--- src/rtl/fan_speed.sv ---
// fan_speed: fixed-frequency PWM generator for the fan-motor enable.
// A free-running period counter walks slots 0..2**WIDTH-1; the requested speed
// is latched only on the wrap edge, so a period always completes with the duty
// it started with and no runt pulses can appear.

module fan_speed #(
   parameter int unsigned WIDTH = 8
) (
   input  logic             clk,
   input  logic             arst,      // synchronous, active-high despite the name
   input  logic [WIDTH-1:0] speed,
   output logic             pwm_data
);

   localparam logic [WIDTH-1:0] CNT_MAX = {WIDTH{1'b1}};

   logic [WIDTH-1:0] cnt_q, cnt_d;
   logic [WIDTH-1:0] duty_q, duty_d;
   logic             pwm_q, pwm_d;
   logic             boundary;

   assign boundary = (cnt_q == CNT_MAX);

   // Next-state: wrap and latch speed at the boundary, otherwise advance and hold duty.
   always_comb begin
      cnt_d  = cnt_q;
      duty_d = duty_q;
      if (boundary) begin
         cnt_d  = '0;
         duty_d = speed;
      end else begin
         cnt_d  = cnt_q + 1'b1;
      end
      // Compare against the values being loaded so the output lines up with the slot.
      pwm_d = (cnt_d < duty_d);
   end

   // State registers; reset parks the counter at MAX so the first live edge is slot 0.
   always_ff @(posedge clk) begin
      if (arst) begin
         cnt_q  <= CNT_MAX;
         duty_q <= '0;
         pwm_q  <= 1'b0;
      end else begin
         cnt_q  <= cnt_d;
         duty_q <= duty_d;
         pwm_q  <= pwm_d;
      end
   end

   assign pwm_data = pwm_q;

endmodule

--- config.mk ---
export PLATFORM = sky130hd
export DESIGN_NAME = fan_speed
export DESIGN_NICKNAME = d
export VERILOG_FILES = /design/src/rtl/fan_speed.sv
export SDC_FILE = /design/constraint.sdc
export NUM_CORES = 1
export LEC_CHECK = 0
export CAP_MARGIN = 10
export CORE_MARGIN = 4
export CORE_UTILIZATION = 53
export CTS_CLUSTER_DIAMETER = 200
export DETAILED_ROUTE_END_ITERATION = 8
export GPL_TIMING_DRIVEN = 0
export PLACE_DENSITY_LB_ADDON = 0.3
export SYNTH_ARGS = -nofsm -noshare
export SYNTH_HDL_FRONTEND = slang
export SYNTH_SLANG_ARGS = --single-unit
--- constraint.sdc ---
create_clock -name clk -period 3.52 [get_ports clk]
set_input_delay 0.528 -clock clk [delete_from_list [all_inputs] [get_ports clk]]
set_output_delay 0.528 -clock clk [all_outputs]
set_load 0.02 [all_outputs]
## Word level (Yosys, flattened, before mapping)

Index checks and enable logic that the tools add are counted.

| word-level totals | value |
|---|---|
| register bits after elaboration | 17 |
| output and inout bits | 1 |
| bits of input ports | 10 |

| operators by class | value |
|---|---|
| multiplexer cells | 2 |
| equality and inequality tests | 1 |
| $add $sub $neg | 1 |
| $lt $le $gt $ge | 1 |

Operators by type and width:

| cell | number |
|---|---|
| $mux 8 | 2 |
| $add 8x1->8 const B | 1 |
| $eq 8x8->1 const B | 1 |
| $lt 8x8->1 | 1 |

## Logic depth before layout (Yosys ltp)

| depth | value |
|---|---|
| word-level depth | 3 |
| mapped depth | 11 |

## Least setup slack after synthesis

Ideal clock, no wire load.

| timing path | value |
|---|---|
| path type | register to register |
| from | register cnt_q[0] |
| to | register pwm_q (netlist: pwm_data) |
| setup slack | 1.304 ns |
| arrival time | 2.142 ns |
| path buffers | 2 |
| clock period less this slack | 2.216 ns |
| cell stages (with the launch flop) | 12 |
| library setup time | 0.074 ns |
| data required time | 3.446 ns |
| cell sequence | dfxtp_1 ha_1 and4_4 and4_1 buf_6 buf_12 mux2i_1 ha_1 o21ai_0 o21a_1 nand2_1 o21ai_0 |

| on the way | value |
|---|---|
| word-level cells in the longest chain between the ends | 3 |
| elaborated cells between the ends (all ways) | 5 |
| classes of those cells | add/sub: 1; order compare: 1; eq/ne: 1; mux: 2 |

RTL lines:

| element | RTL line | RTL |
|---|---|---|
| start: declaration | 17 | `logic [WIDTH-1:0] cnt_q, cnt_d;` |
| start signal: assignment | 45 | `cnt_q <= cnt_d;` |
| $add 8x1->8 / $eq 8x8->1 (equally long branches) | 32, 22 |  |
| $mux 8 | 28 | `if (boundary) begin` |
| $lt 8x8->1 * | 35 | `pwm_d = (cnt_d < duty_d);` |
| end signal: assignment | 47 | `pwm_q <= pwm_d;` |
| end: declaration | 19 | `logic pwm_q, pwm_d;` |

Mark *: on every way between the ends. The rest lies on a longest branch, timed or not.
A chain may end at the register's enable or synchronous reset.

## Worst setup path after layout

Ends and elaborated chain as after synthesis.

==> impl_metrics.py <==
metrics = {
    "worst_setup_path": {
        "regToRegSetupSlack_ns": 0.98,
        "end_kind": "register",
        "worst-path-max-fanout": 10,
        "launch_point_of_the_worst_reg_to_reg_path": "cnt_q[0]",
        "crit-reg2reg-capture": "pwm_data",
        "r2r.worst_path.cells": 11,
        "path_class": "register to register",
        "cp.required_ns": 3.74,
        "critical_path.startpoint_type": "register",
        "cp_data_arrival_time_ns": 2.75,
    },
    "die": {
        "core_area_sq_um": 1510,
        "dieHeight_um": 47.9,
        "floorplan.io_pins": 11,
        "die_w_um": 47.9,
        "start_util_pct": 56.0,
        "die_area_sq_um": 2290,
        "placementRows": 14,
    },
    "detailed_routing": {
        "dr.first_iter.drc_count": 8,
        "wl_per_cell_um": 13.1,
        "drt-pass1-iter-count": 4,
        "ant_nets": 0,
        "post_detailed_routing_wire_length_um": 1520,
        "avgViaCountPerCell": 5.56,
        "post-route-drc-count": 0,
        "count_of_vias_placed_by_the_detailed_router": 645,
    },
    "global_routing": {
        "grt_antenna_before_repair": 0,
        "grt_max_degree": 11,
        "first_global_vias": 596,
        "wire_length_of_the_first_global_routing_pass_um": 2550,
        "grt-ovfl-total": 0,
        "grtUsageTotal_pct": 16.2,
    },
    "timing": {
        "final.setup_skew_ns": 0.00310,
        "top_achievable_clock_speed_mhz": 394,
        "tightest_slew_ns": 0.428,
        "setup_violations": 0,
        "final.min_clock_period_ns": 2.54,
        "hold_violations": 0,
        "timing.max_slew.rel_slack_pct": 71.5,
        "rsz0062_at_grt": "no",
        "report.final.slew_viol_count": 0,
        "timing.setup.tns_ns": 0,
        "final_period_util_pct": 72.0,
    },
    "clock_tree": {
        "cts_inserted_buffers": 3,
        "clk_pin_slew_ns": 0.10,
        "cts-resized-gates": 0,
        "cts.htree.levels": 1,
        "cts-root-buf": "sky130_fd_sc_hd__clkbuf_4",
        "postcts_setup_bufs": 0,
        "cts-hold-fix-buffers": 0,
        "clock-sinks": 17,
        "clockBufferDepth": 2,
        "tritoncts": "built",
        "worstSkewPairLatency_ns": 0.28,
    },
    "synthesis": {
        "synth_top_flop_cell": "sky130_fd_sc_hd__dfxtp_1",
        "synthDistinctLibCells": 26,
        "synth-seq-cells": 17,
        "yosys_warnings": 0,
        "synth-seq-area-share_pct": 40.4,
        "synthesis.instances": 86,
        "synth_async_sr_flop_share_pct": 0,
        "syn_nets": 104,
        "syn_avg_cell_area_sq_um": 9.81,
        "mappedNetlistArea_sq_um": 843,
        "synth_edf_count": 0,
    },
    "place": {
        "portBuffers": 10,
        "gpl.final_weighted_congestion": 0.763,
        "dp.cells": 112,
        "detailed_place_hpwl_um": 1210,
    },
    "worst_hold_path": {
        "worstHoldEndpoint": "duty_q[7]",
        "holdPathStages": 2,
        "hold_path.class": "register to register",
        "timing.hold.worst.start": "duty_q[7]",
    },
    "final_layout": {
        "diodes": 0,
        "nFillCells": 127,
        "layout.cells.most_common": "sky130_fd_sc_hd__dfxtp_1",
        "nNetsFinal": 119,
        "multi_input_area_sq_um": 460,
        "layout-area-overhead-vs-synth_pct": 17.4,
        "final_cell_count_no_fill": 116,
        "area.sequential_sq_um": 340,
        "layout.cells.most_common_list": "sky130_fd_sc_hd__dfxtp_1 (17), sky130_fd_sc_hd__nor2_1 (12), sky130_fd_sc_hd__clkdlybuf4s50_1 (10)",
        "post_route_cells_drive_above_1_share_pct": 7.00,
    },
    "run_status": {
        "status": "finished clean",
    },
    "pwr": {
        "powerDensity_nw_per_um2": 934,
        "leakage_nw": 0.389,
        "ir_worst_vdd_mv": 0.479,
    },
    "flow_run": {
        "max_cap_viol_count": 0,
    },
}
-- worst max-delay path by stage --
stage,from,endpoint,slack (ns),cells past startpoint
6_report,cnt_q[0],pwm_data,0.98,11
3_3_place_gp,cnt_q[0],pwm_data,1.06,11
5_1_grt,cnt_q[0],pwm_data,0.80,11
2_1_floorplan,cnt_q[0],pwm_data,1.30,11
3_5_place_dp,cnt_q[0],pwm_data,1.0,11
4_1_cts,cnt_q[0],pwm_data,0.96,11
-- state kept, by name, indices dropped and copies added, names as in the netlist --
name and cells:
cnt_q 8, duty_q 8, pwm_data 1
-- synthesized netlist by cell type (2+ instances only) --
cell type	number	share of area, %
sky130_fd_sc_hd__dfxtp_1	17	40
sky130_fd_sc_hd__nor2_1	12	5.3
sky130_fd_sc_hd__ha_1	8	12
sky130_fd_sc_hd__mux2i_1	8	9.5
sky130_fd_sc_hd__o21ai_0	7	4.2
sky130_fd_sc_hd__nand2_1	5	2.2
sky130_fd_sc_hd__nand2b_1	3	2.2
sky130_fd_sc_hd__xor2_1	3	3.1
sky130_fd_sc_hd__a211oi_1	2	1.8
sky130_fd_sc_hd__a41oi_1	2	2.1
sky130_fd_sc_hd__inv_1	2	0.89
sky130_fd_sc_hd__nand4_1	2	1.5
sky130_fd_sc_hd__xnor2_1	2	2.1
-- final cells by class --
class / instances / share of cell area, %
Buffer: 3 / 3.54
Clock buffer: 4 / 2.65
Inverter: 2 / 0.759
Multi-Input combinational cell: 64 / 46.5
Sequential cell: 17 / 34.4
Tap cell: 16 / 2.02
Timing Repair Buffer: 10 / 10.1
-- routing by layer --
layer | wire length, um | global-route usage (%)
met4 | 10 | 4.84
met1 | 720 | 20.0
met5 | 0 | 0
met2 | 739 | 27.2
met3 | 54 | 4.51
-- worst max-delay path, cell delays in order (launching register included) --
cell,delay (ns)
sky130_fd_sc_hd__dfxtp_1,0.43
sky130_fd_sc_hd__ha_1,0.24
sky130_fd_sc_hd__and4_4,0.26
sky130_fd_sc_hd__and4_1,0.24
sky130_fd_sc_hd__buf_6,0.14
sky130_fd_sc_hd__buf_12,0.13
sky130_fd_sc_hd__mux2i_1,0.27
sky130_fd_sc_hd__ha_1,0.29
sky130_fd_sc_hd__o21ai_0,0.16
sky130_fd_sc_hd__o21a_1,0.14
sky130_fd_sc_hd__nand2_1,0.05
sky130_fd_sc_hd__o21ai_0,0.13
-- cell families (layout without fill, tap and decap cells) --
family,count (synthesis),after routing,synth area share [%]
buffers and inverters,5,19,5.04
AO/OA/AOI/OAI,16,16,12.3
adder cells (fa/ha/maj),8,8,11.9
XOR/XNOR,5,5,5.19
flip-flops,17,17,40.4
multiplexers,8,8,9.50
AND/OR/NAND/NOR,27,27,15.7
-- stage by stage --
stage	utilization [%]	setup slack [ns]	hold WS (ns)	power [mW]	instance area, sq um
finish	65.7	0.985	0.511	0.924	990
global route	65.7	0.804	0.552	1.03	990
CTS	65.7	0.960	0.516	0.932	990
detailed placement	64.0	0.999	0.489	0.827	963
global placement	64.0	1.06	0.474	0.798	963
floorplan	-	1.30	0.461	0.712	843
-- power breakdown --
part | switching (mW) | internal (mW) | total (mW)
Combinational | 0.262 | 0.259 | 0.521
Clock | 0.0606 | 0.0439 | 0.104
Sequential | 0.0456 | 0.253 | 0.299
(Power assumes the default switching activity.)
